`src/rtl/mem_arbiter.sv`:
```
// Single-port memory arbiter between instruction fetch and EX load/store.
// Data accesses win, bounded by a streak limit so fetches never starve.
module mem_arbiter #(
    parameter int DATA_W    = 32,
    parameter int EX_STREAK = 4
) (
    input  logic              clk,
    input  logic              rst,
    input  logic              if_req,
    input  logic [DATA_W-1:0] if_addr,
    output logic              if_valid,
    output logic [DATA_W-1:0] if_rdata,
    input  logic              ex_req,
    input  logic              ex_rw,
    input  logic [DATA_W-1:0] ex_addr,
    input  logic [DATA_W-1:0] ex_wdata,
    output logic              ex_valid,
    output logic [DATA_W-1:0] ex_rdata,
    input  logic              flush,
    output logic              ram_req,
    output logic              ram_rw,
    output logic [DATA_W-1:0] ram_addr,
    output logic [DATA_W-1:0] ram_wdata,
    input  logic              ram_ack,
    input  logic [DATA_W-1:0] ram_rdata
);

    localparam int CW = $clog2(EX_STREAK + 1);
    localparam logic [CW-1:0] STREAK_MAX = CW'(EX_STREAK);

    typedef enum logic [1:0] {
        IDLE,
        BUSY_IF,
        BUSY_EX,
        RESP
    } state_t;

    state_t            state_q, state_d;
    logic [CW-1:0]     cnt_q, cnt_d;
    logic              drop_q, drop_d;
    logic              req_q, req_d;
    logic              rw_q, rw_d;
    logic [DATA_W-1:0] addr_q, addr_d;
    logic [DATA_W-1:0] wdata_q, wdata_d;
    logic              if_valid_q, if_valid_d;
    logic              ex_valid_q, ex_valid_d;
    logic [DATA_W-1:0] if_rdata_q, if_rdata_d;
    logic [DATA_W-1:0] ex_rdata_q, ex_rdata_d;

    logic grant_ex;
    logic grant_if;

    // A waiting fetch only loses while the EX streak is below its limit.
    assign grant_ex = ex_req && (!if_req || (cnt_q < STREAK_MAX));
    assign grant_if = if_req && !grant_ex;

    always_comb begin
        state_d    = state_q;
        cnt_d      = cnt_q;
        drop_d     = drop_q;
        req_d      = req_q;
        rw_d       = rw_q;
        addr_d     = addr_q;
        wdata_d    = wdata_q;
        if_valid_d = 1'b0;
        ex_valid_d = 1'b0;
        if_rdata_d = if_rdata_q;
        ex_rdata_d = ex_rdata_q;
        unique case (state_q)
            IDLE: begin
                if (grant_ex) begin
                    state_d = BUSY_EX;
                    req_d   = 1'b1;
                    rw_d    = ex_rw;
                    addr_d  = ex_addr;
                    wdata_d = ex_wdata;
                    if (!if_req) begin
                        cnt_d = '0;
                    end else if (cnt_q < STREAK_MAX) begin
                        cnt_d = cnt_q + CW'(1);
                    end
                end else if (grant_if) begin
                    state_d = BUSY_IF;
                    req_d   = 1'b1;
                    rw_d    = 1'b0;
                    addr_d  = if_addr;
                    wdata_d = '0;
                    cnt_d   = '0;
                end
            end
            BUSY_IF: begin
                if (flush) begin
                    drop_d = 1'b1;
                end
                if (ram_ack) begin
                    state_d    = RESP;
                    req_d      = 1'b0;
                    if_rdata_d = ram_rdata;
                    // A flush landing with the ack still kills the result.
                    if_valid_d = !(drop_q || flush);
                end
            end
            BUSY_EX: begin
                if (ram_ack) begin
                    state_d    = RESP;
                    req_d      = 1'b0;
                    ex_rdata_d = rw_q ? '0 : ram_rdata;
                    ex_valid_d = 1'b1;
                end
            end
            RESP: begin
                state_d = IDLE;
                drop_d  = 1'b0;
            end
            default: begin
                state_d = IDLE;
            end
        endcase
    end

    always_ff @(posedge clk) begin
        if (rst) begin
            state_q    <= IDLE;
            cnt_q      <= '0;
            drop_q     <= 1'b0;
            req_q      <= 1'b0;
            rw_q       <= 1'b0;
            addr_q     <= '0;
            wdata_q    <= '0;
            if_valid_q <= 1'b0;
            ex_valid_q <= 1'b0;
            if_rdata_q <= '0;
            ex_rdata_q <= '0;
        end else begin
            state_q    <= state_d;
            cnt_q      <= cnt_d;
            drop_q     <= drop_d;
            req_q      <= req_d;
            rw_q       <= rw_d;
            addr_q     <= addr_d;
            wdata_q    <= wdata_d;
            if_valid_q <= if_valid_d;
            ex_valid_q <= ex_valid_d;
            if_rdata_q <= if_rdata_d;
            ex_rdata_q <= ex_rdata_d;
        end
    end

    assign ram_req   = req_q;
    assign ram_rw    = rw_q;
    assign ram_addr  = addr_q;
    assign ram_wdata = wdata_q;
    assign if_valid  = if_valid_q;
    assign if_rdata  = if_rdata_q;
    assign ex_valid  = ex_valid_q;
    assign ex_rdata  = ex_rdata_q;

endmodule
```
`config.mk`:
```
export PLATFORM = sky130hd
export DESIGN_NAME = mem_arbiter
export DESIGN_NICKNAME = d
export VERILOG_FILES = /design/src/rtl/mem_arbiter.sv
export SDC_FILE = /design/constraint.sdc
export NUM_CORES = 1
export LEC_CHECK = 0
export CORE_MARGIN = 1
export CORE_UTILIZATION = 45
export DETAILED_ROUTE_END_ITERATION = 8
export DONT_BUFFER_PORTS = 1
export PLACE_DENSITY_LB_ADDON = 0.3
export SYNTH_ARGS = -nofsm -noshare
export SYNTH_HDL_FRONTEND = slang
export SYNTH_SLANG_ARGS = --single-unit
```
`constraint.sdc`:
```
create_clock -name clk -period 4.4 [get_ports clk]
set_clock_uncertainty 0.2 [all_clocks]
set_input_delay 1.32 -clock clk [delete_from_list [all_inputs] [get_ports clk]]
set_output_delay 1.32 -clock clk [all_outputs]
set_load 0.02 [all_outputs]
```
==> qor.yml, run 1 <==
max_slew_margin_pct: 16.6
grt_pass1_vias: 3417
totalWireLength_mm: 12.3
ys_seq_area_share_pct: 55.5
drt-pass1-iter-count: 4
p_sw_mw: 1.40
worstPathRequired_ns: 2.88
ys_warn_count: 0
insertion_delay_ns: 0.53
powerDensity_mw_per_mm2: 725
cp.depth: 0
run_status: "complete, no violations"
fillers: 968
synth_fp_nets: 654
hold_depth: 1
crit_path_start: "ram_rw$_SDFFE_PP0P_"
dp_slack_ns: 1.49
power.internal_mw: 2.65
ys_top_cells_by_area: "dfxtp_1 (55%), a22o_1 (11%), nand2_1 (7.5%), a21oi_1 (6.7%), a211oi_1 (3.9%)"
p_leak_nw: 2.10
wl_per_cell_um: 19.0
drive_gt1_share_pct: 10.0
cts_sinks: 138
setup_viol: 0
combPwrFrac_pct: 18.0
core_mm2: 0.0108
layout_min_cycle_time_ns: 2.56
h-tree-depth: 4
num_vias: 3750
post-route-period-util_pct: 58.2
antenna_found_initial: 0
seqPwrFrac_pct: 47.0
finalHoldViolations: 0
postCtsSetupBuffers: 0
worstSetupStartpointType: "register"
drtIter0Drc: 290
yosysTopAreaCell: "dfxtp_1"
critical_path.max_fanout: 3
grt_max_degree: 78
start_util_pct: 46.1
vias_per_cell: 5.78
switching_share_pct: 34.6
end_kind: "primary output"
place.gp.congestion: 0.771
tns_ns: 0
overflow: 0
cts_buffers: 17
worstMarginPinSlew_ns: 1.25
die_y_um: 107
dpl.hpwl_mm: 8.37
portBuffers: 0
grt_pass1_wl_mm: 18.2
hold_buffers: 0
cts-root-buf: "clkbuf_8"
avgSynthCellArea_um2: 9.71
core.rowCount: 38
cts_tree: "yes"
maxCapViolCount: 0
clk_path_buf_depth: 2
synth_top_area_share_pct: 55.5
fin_nets: 637
detail-route-antenna-nets: 0
crit_arrival_ns: 1.04
synth.cell_area_mm2: 0.00498
timing.final.ws_setup_ns: 1.84
critical_path_class: "reg2out"
grt_use_total_pct: 20.9
synth_cell_types: 32
num_antenna_cells: 0
netlist_instances: 513
area_delta_synth_final_pct: 12.2
reg2regPathDepth: 5
die_w_um: 107
pwr-share-clk_pct: 35.0
max_freq_mhz: 390
vdd_drop_max_uv: 599
io_pins: 267
ys_ff_latch: 138
hold_path_class: "reg2reg"
clk_pin_slew_ns: 0.06
worst_hold_startpoint: "drop_q$_SDFFE_PP0P_"
r2r-start: "state_q[1]$_SDFFE_PP0P_"
rsz0062_at_grt: "no"
cts_resized: 0
drcViolationCount: 0
slew_violations: 0
die_area_mm2: 0.0115
-- layout by cell type, fill, tap and decap left out, types with 2 or more instances in the layout --
cell | synthesis | final
dfxtp_1 | 138 | 138
nand2_1 | 99 | 99
a21oi_1 | 67 | 66
a22o_1 | 65 | 65
nor2_1 | 38 | 38
a211oi_1 | 26 | 26
clkbuf_16 | 0 | 16
a211oi_2 | 9 | 8
ha_1 | 6 | 6
clkinvlp_4 | 0 | 4
buf_4 | 4 | 4
inv_1 | 3 | 3
bufinv_16 | 0 | 3
inv_6 | 0 | 3
o21a_1 | 2 | 2
mux2i_1 | 2 | 2
nor2b_1 | 2 | 2
o21ai_0 | 2 | 2
a22oi_1 | 2 | 2
clkbuf_8 | 0 | 2
clkinv_2 | 0 | 2
-- final timing paths --
kind / end / slack, ns
setup / recovery: ram_rw / 1.84
hold / removal: if_valid$_SDFF_PP0_ / 0.23
setup reg to reg: ram_wdata[20]$_SDFFE_PP0P_ / 1.90
hold reg to reg: if_valid$_SDFF_PP0_ / 0.23
-- routing by layer --
| metal | GRT usage [%] | wire length (µm) |
|---|---|---|
| met2 | 33.1 | 5900 |
| met1 | 23.6 | 4940 |
| met5 | 0 | 0 |
| met4 | 9.49 | 144 |
| met3 | 10.0 | 1350 |
-- registers in the layout, indices dropped and copies added, names as in the netlist --
register / flops
state_q: 2
if_valid: 1
ram_req: 1
ram_wdata: 32
ram_rw: 1
if_rdata: 32
drop_q: 1
cnt_q: 3
ex_valid: 1
ex_rdata: 32
ram_addr: 32
-- cells in the mapped netlist --
| master | count |
|---|---|
| o21ai_0 | 2 |
| inv_1 | 3 |
| o21a_1 | 2 |
| buf_6 | 3 |
| a21boi_4 | 1 |
| nor2b_1 | 2 |
| a211oi_1 | 26 |
| buf_4 | 4 |
| dfxtp_1 | 138 |
| a21bo_2 | 1 |
| and2_1 | 1 |
| nand2_1 | 99 |
| o21ba_2 | 1 |
| clkbuf_4 | 2 |
| nor2_2 | 1 |
| ha_1 | 6 |
| nor2_1 | 38 |
| a21oi_1 | 67 |
| nor3b_1 | 1 |
| clkbuf_1 | 14 |
| nor3_2 | 1 |
| a2111o_1 | 1 |
| and4b_1 | 1 |
| a22o_1 | 65 |
| o21ai_4 | 1 |
| nor4_1 | 1 |
| buf_2 | 15 |
| nand3_1 | 1 |
| buf_1 | 2 |
| a211oi_2 | 9 |
| a22oi_1 | 2 |
| mux2i_1 | 2 |
-- worst register-to-register path: cells and delay by family, from the launching register on --
kind            cells  cell delay [ns]
compound gates      2             1.26
simple gates        1             0.15
fa+ha+maj           1             0.36
buf+inv             1             0.13
flops               1             0.32
-- cells by family (layout without fill, tap and decap cells) --
logic type | after synthesis | count (layout) | synth area share [%]
buf+inv | 43 | 39 | 4.52
simple gates | 146 | 146 | 11.6
mux | 2 | 2 | 0.402
compound gates | 178 | 178 | 26.5
fa+ha+maj | 6 | 6 | 1.51
flops | 138 | 138 | 55.5
-- metrics by stage --
step                      utilization, %  hold WS (ns)  std cells  total power, mW  cell area (µm²)
after global routing                51.8         0.263        649             4.26             5590
after detailed placement            46.2         0.212        617             2.66             4990
final                               51.8         0.226        649             4.05             5590
after floorplan                        -         0.192        513             2.51             4980
after global placement              46.2         0.202        617             2.63             4990
after CTS                           51.8         0.226        649             4.09             5590
-- cell type report --
cell class	instances	area, µm²	area share [%]
clock buffer	19	432	7.73
clock inverter	13	165	2.96
inverter	3	11.3	0.202
multi-input combinational	332	2010	36.0
sequential	138	2760	49.5
tap	140	175	3.14
timing repair buffer	4	30.0	0.538
-- power groups by stage --
stage,combinational (mW),clock [mW],sequential (mW)
floorplan,0.638,0,1.88
global placement,0.700,0,1.93
detailed placement,0.730,0,1.93
CTS,0.734,1.45,1.90
global route,0.820,1.51,1.93
finish,0.729,1.42,1.90
(Power assumes the default switching activity.)
==> inputs of run 2 (changes only) <==
==> constraint.sdc (replaced) <==
create_clock -name clk -period 2.39 [get_ports clk]
set_clock_uncertainty 0.2 [all_clocks]
set_input_delay 0.717 -clock clk [delete_from_list [all_inputs] [get_ports clk]]
set_output_delay 0.717 -clock clk [all_outputs]
set_load 0.02 [all_outputs]
==> run 2 against run 1 <==
Net effect:
- non-clock buffer count rose by 5
- first-iteration DRC count up 1.7%
- total power grew 84%
- worst hold slack got worse by 0.16 ns
- worst setup slack worse by 1.4 ns
- cell area rose by 0.58%
- sequential share of layout area shrank 0.29 points
- die area unchanged
- count of clock-buffer cells in the layout unchanged
- largest power group unchanged
- clock power increased by 83%
- flip-flop and latch count did not move
- critical path depth unchanged
==> qor.yml, run 2 (synthesis gave the netlist of run 1 again) <==
critical_path_class: "reg2out"  # unchanged
maxCapViolCount: 0  # unchanged
num_antenna_cells: 0  # unchanged
rr_endpoint: "ram_addr[23]$_SDFFE_PP0P_"  # was ram_wdata[20]$_SDFFE_PP0P_
rsz0062_at_grt: "no"  # unchanged
post-route-period-util_pct: 82.2
die_w_um: 107  # unchanged
io_pins: 267  # unchanged
grt_pass1_wl_mm: 17.6  # was 18.2 mm
grt_max_degree: 78  # unchanged
postCtsSetupBuffers: 0  # unchanged
layout_common_cells: "dfxtp_1 (138), nand2_1 (99), a21oi_1 (66)"  # unchanged
setup_viol: 0  # unchanged
worstPathRequired_ns: 1.47  # was 2.88 ns
cts_resized: 0  # unchanged
drtIter0Drc: 295  # was 290
core.rowCount: 38  # unchanged
h-tree-depth: 4  # unchanged
run_status: "complete, no violations"  # unchanged
insertion_delay_ns: 0.52  # was 0.53 ns
finalHoldViolations: 0  # unchanged
rrSetupSlack_ns: 0.47  # was 1.90 ns
fillers: 939  # was 968
vias_per_cell: 5.83  # was 5.78
num_vias: 3810  # was 3750
fin_nets: 642  # was 637
area_delta_synth_final_pct: 12.8  # was 12.2%
dpl.hpwl_mm: 8.29  # was 8.37 mm
vdd_drop_max_uv: 656  # was 599 µV
dp_slack_ns: 0.426  # was 1.49 ns
hold_buffers: 0  # unchanged
multi_input_area_mm2: 0.00201  # unchanged
final_common_cell: "dfxtp_1"  # unchanged
p_leak_nw: 2.14  # was 2.10 nW
cts_buffers: 17  # unchanged
grt_use_total_pct: 20.3  # was 20.9%
seq_area_mm2: 0.00276  # unchanged
overflow: 0  # unchanged
crit_arrival_ns: 1.05  # was 1.04 ns
worstSetupStartpointType: "register"  # unchanged
hold_path_class: "in2reg"  # was reg2reg
drt-pass1-iter-count: 4  # unchanged
totalWireLength_mm: 12.2  # was 12.3 mm
die_area_mm2: 0.0115  # unchanged
antenna_found_initial: 0  # unchanged
max_freq_mhz: 509
die_y_um: 107  # unchanged
cts-root-buf: "clkbuf_8"  # unchanged
whs_endpoint: "if_valid$_SDFF_PP0_"  # unchanged
detail-route-antenna-nets: 0  # unchanged
wl_per_cell_um: 18.7  # was 19.0 µm
hold_depth: 1  # unchanged
reg2regPathDepth: 6  # was 5
end_kind: "primary output"  # unchanged
start_util_pct: 46.1  # unchanged
worstMarginPinSlew_ns: 0.617  # was 1.25 ns
portBuffers: 0  # unchanged
drive_gt1_share_pct: 11.1  # was 10.0%
clk_pin_slew_ns: 0.06  # about the same
cts_tree: "yes"  # unchanged
worst_hold_startpoint: "flush"  # was drop_q$_SDFFE_PP0P_
clk_path_buf_depth: 2  # unchanged
r2r-start: "state_q[0]$_SDFFE_PP0P_"  # was state_q[1]$_SDFFE_PP0P_
critical_path.max_fanout: 3  # unchanged
slew_violations: 0  # unchanged
utilization_pct: 52.1  # was 51.8%
grt_pass1_vias: 3469  # was 3417
total_power_mw: 7.45  # was 4.05 mW
drcViolationCount: 0  # unchanged
cts_sinks: 138  # unchanged
core_mm2: 0.0108  # unchanged
timing.final.ws_setup_ns: 0.425  # was 1.84 ns
place.gp.congestion: 0.723  # was 0.771
tns_ns: 0  # unchanged
max_slew_margin_pct: 58.9  # was 16.6%
layout_min_cycle_time_ns: 1.97
powerDensity_mw_per_mm2: 1330  # was 725 mW/mm²
[run 2: layer usage]
layer | part of all wire (%) | vias up | track usage (%)
met5 | 0 | - | 0
met4 | 1.9 | 0 | 10.1
met3 | 12 | 22 | 9.91
met2 | 48 | 210 | 34.1
met1 | 38 | 1797 | 21.0
li1 | - | 1781 | -
[run 2: how the worst max path moves through the flow]
stage / start / to / slack [ns] / depth (start not counted)
floorplan: if_req / ram_rw$_SDFFE_PP0P_ / 0.52 / 5
global placement: ex_req / ram_addr[31]$_SDFFE_PP0P_ / 0.46 / 3
detailed placement: ex_req / ram_addr[23]$_SDFFE_PP0P_ / 0.43 / 3
CTS: ram_rw$_SDFFE_PP0P_ / ram_rw / 0.38 / 0
global route: state_q[0]$_SDFFE_PP0P_ / ram_addr[27]$_SDFFE_PP0P_ / 0.32 / 6
finish: ram_rw$_SDFFE_PP0P_ / ram_rw / 0.42 / 0
[run 2: cell type report]
cell class	count	area share [%]
Timing Repair Buffer	9	1.20
Multi-Input combinational cell	332	35.8
Clock buffer	19	7.86
Tap cell	140	3.12
Clock inverter	13	2.67
Sequential cell	138	49.2
Inverter	3	0.200
[run 2: per-stage QoR]
stage | area (µm²) | hold slack (ns) | cells
5_1_grt | 5620 | 0.0401 | 654
3_5_place_dp | 5030 | 0.223 | 622
4_1_cts | 5620 | 0.0324 | 654
6_report | 5620 | 0.0625 | 654
2_1_floorplan | 4980 | 0.192 | 513
3_3_place_gp | 5030 | 0.204 | 622
[run 2: where the power goes]
part | internal [mW] | leakage [nW] | total (mW) | switching, mW
clock | 1.63 | 0.297 | 2.60 | 0.969
combinational | 0.545 | 0.711 | 1.34 | 0.798
sequential | 2.73 | 1.13 | 3.50 | 0.777
==> inputs of run 3 (changes only) <==
==> constraint.sdc (replaced) <==
create_clock -name clk -period 1.8 [get_ports clk]
set_clock_uncertainty 0.2 [all_clocks]
set_input_delay 0.54 -clock clk [delete_from_list [all_inputs] [get_ports clk]]
set_output_delay 0.54 -clock clk [all_outputs]
set_load 0.02 [all_outputs]
==> run 3 against run 2 <==
Net effect:
- the run now ends with negative hold slack left
- critical path depth is 1 higher
- first-iteration DRC count is 5.8% higher
- non-clock buffer count is 87 higher
- critical path type unchanged
==> qor.yml, run 3 (synthesis gave the netlist of run 1 again) <==
run_status: "finished, violations left"  # was complete, no violations
failed_checks: "negative hold slack"
io_pins: 267  # unchanged
end_kind: "primary output"  # unchanged
cts_tree: "yes"  # unchanged
core_mm2: 0.0108  # unchanged
post-route-period-util_pct: 96.9
cts-root-buf: "clkbuf_8"  # unchanged
overflow: 0  # unchanged
seqPwrFrac_pct: 44.4  # was 47.0%
detail-route-antenna-nets: 0  # unchanged
drive_gt1_share_pct: 14.9  # was 11.1%
grt_pass1_wl_mm: 20.8  # was 17.6 mm
p_sw_mw: 3.81  # was 2.54 mW
wl_per_cell_um: 19.6  # was 18.7 µm
layout_min_cycle_time_ns: 1.74
drcViolationCount: 0  # unchanged
crit_arrival_ns: 1.00  # was 1.05 ns
worst_hold_startpoint: "rst"  # was flush
switching_share_pct: 36.4  # was 34.2%
final_area_mm2: 0.00666  # was 0.00562 mm²
rr_endpoint: "state_q[0]$_SDFFE_PP0P_"  # was ram_addr[23]$_SDFFE_PP0P_
drtIter0Drc: 312  # was 295
core.rowCount: 38  # unchanged
dp_slack_ns: -0.349  # was 0.426 ns
drt-pass1-iter-count: 5  # was 4
totalWireLength_mm: 14.6  # was 12.2 mm
start_util_pct: 46.1  # unchanged
hold_buffers: 66  # was 0
slew_violations: 0  # unchanged
pwr-share-clk_pct: 30.9  # was 34.9%
worstPathRequired_ns: 1.06  # was 1.47 ns
clk_path_buf_depth: 2  # unchanged
grt_pass1_vias: 4056  # was 3469
crit_path_start: "ram_rw$_SDFFE_PP0P_"  # unchanged
die_y_um: 107  # unchanged
cts_sinks: 138  # unchanged
max_freq_mhz: 574
area_delta_synth_final_pct: 33.6  # was 12.8%
vdd_drop_max_uv: 785  # was 656 µV
finalHoldViolations: 73  # was 0
setup_viol: 0  # unchanged
placed_cell_area_mm2: 0.00518  # was 0.00503 mm²
crit_path_top_delay_cell: "dfxtp_4"
hold_depth: 1  # unchanged
power.internal_mw: 6.66  # was 4.91 mW
maxCapViolCount: 0  # unchanged
layout_common_cells: "dfxtp_1 (136), nand2_1 (99), a21oi_1 (66), dlygate4sd3_1 (66), a22o_1 (65)"  # was dfxtp_1 (138), nand2_1 (99), a21oi_1 (66)
antenna_found_initial: 1  # was 0
hold_path_class: "in2reg"  # unchanged
max_slew_margin_pct: 76.6  # was 58.9%
grt_use_total_pct: 23.7  # was 20.3%
vias_per_cell: 5.77  # was 5.83
final_common_cell: "dfxtp_1"  # unchanged
total_power_mw: 10.5  # was 7.45 mW
whs_ns: -0.0835  # was 0.0625 ns
die_area_mm2: 0.0115  # unchanged
cp_top_family: "flip-flops"
critical_path.max_fanout: 2  # was 3
powerDensity_mw_per_mm2: 1570  # was 1330 mW/mm²
die_w_um: 107  # unchanged
whs_endpoint: "if_rdata[29]$_SDFFE_PP0P_"  # was if_valid$_SDFF_PP0_
cp_cell_sequence: "buf_4"
combPwrFrac_pct: 24.7  # was 18.0%
grt_max_degree: 80  # was 78
p_leak_nw: 2.56  # was 2.14 nW
clk_pin_slew_ns: 0.06  # about the same
insertion_delay_ns: 0.51  # was 0.52 ns
slowest_delay_ns: 0.34
reg2regPathDepth: 7  # was 6
num_vias: 4294  # was 3810
rrSetupSlack_ns: 0.08  # was 0.47 ns
fin_nets: 731  # was 642
timing.final.ws_setup_ns: 0.0567  # was 0.425 ns
worstMarginPinSlew_ns: 0.350  # was 0.617 ns
portBuffers: 0  # unchanged
cp.depth: 1  # was 0
dpl.hpwl_mm: 8.25  # was 8.29 mm
worstSetupStartpointType: "register"  # unchanged
place.gp.congestion: 0.716  # was 0.723
cts_buffers: 17  # unchanged
r2r-start: "state_q[0]$_SDFFE_PP0P_"  # unchanged
critical_path_class: "reg2out"  # unchanged
h-tree-depth: 4  # unchanged
cp_num_buf_inv: 1
-- run 3: cell types whose count changed in the layout (fill, tap and decap cells not counted), sizes merged --
cell         before  now
dlygate4sd3       0   66
buf               9   27
inv               3   10
clkinv            9    3
bufinv            3    0
clkinvlp          1    4
clkbuf           19   21
a211oi           35   36
diode             0    1
nor3              1    2
-- run 3: worst max path at each step --
| stage | endpoint | slack [ns] |
|---|---|---|
| finish | ram_rw | 0.06 |
| global route | ram_addr[11]$_SDFFE_PP0P_ | -0.003 |
| CTS | ram_req | 0.02 |
| detailed placement | ram_wdata[24]$_SDFFE_PP0P_ | -0.35 |
| global placement | ex_rdata[2]$_SDFFE_PP0P_ | -0.31 |
| floorplan | ram_rw$_SDFFE_PP0P_ | 0.11 |
-- run 3: per-stage QoR --
step                      TNS (ns)  std cells  util, %  hold WS, ns
final                            0        744     61.7      -0.0835
after global routing      -0.00255        744     61.7       -0.133
after CTS                        0        739     60.5       -0.135
after detailed placement    -20.77        631     48.0        0.216
after global placement      -19.25        631     48.0        0.209
after floorplan                  0        513        -        0.192
-- run 3: layer usage --
metal	share of wire (%)	wire length, µm	track usage (%)
met1	39	5640	25.3
met2	50	7310	41.4
met5	0	0	0
met4	1.7	247	10.2
met3	9.7	1410	9.42
-- run 3: power by group through the flow --
stage | clock [mW] | sequential, mW | combinational (mW)
CTS | 3.30 | 4.64 | 2.26
finish | 3.23 | 4.65 | 2.59
detailed placement | 0 | 4.70 | 2.02
global placement | 0 | 4.70 | 1.94
global route | 3.45 | 4.71 | 2.81
floorplan | 0 | 4.59 | 1.56
-- run 3: final cells by class --
class                      count  area (µm²)
inverter                       3        11.3
multi-input combinational    334        2080
tap                          140         175
timing repair buffer          96        1050
clock inverter                14         133
clock buffer                  18         428
antenna                        1        2.50
fill                         846        4140
sequential                   138        2770
-- run 3: what timing repair did --
action	CTS	global route
gates cloned	2	3
resized for setup	4	11
hold endpoints to repair	138	73
pin swaps	4	0
buffers inserted	8	1
setup endpoints to repair	66	37
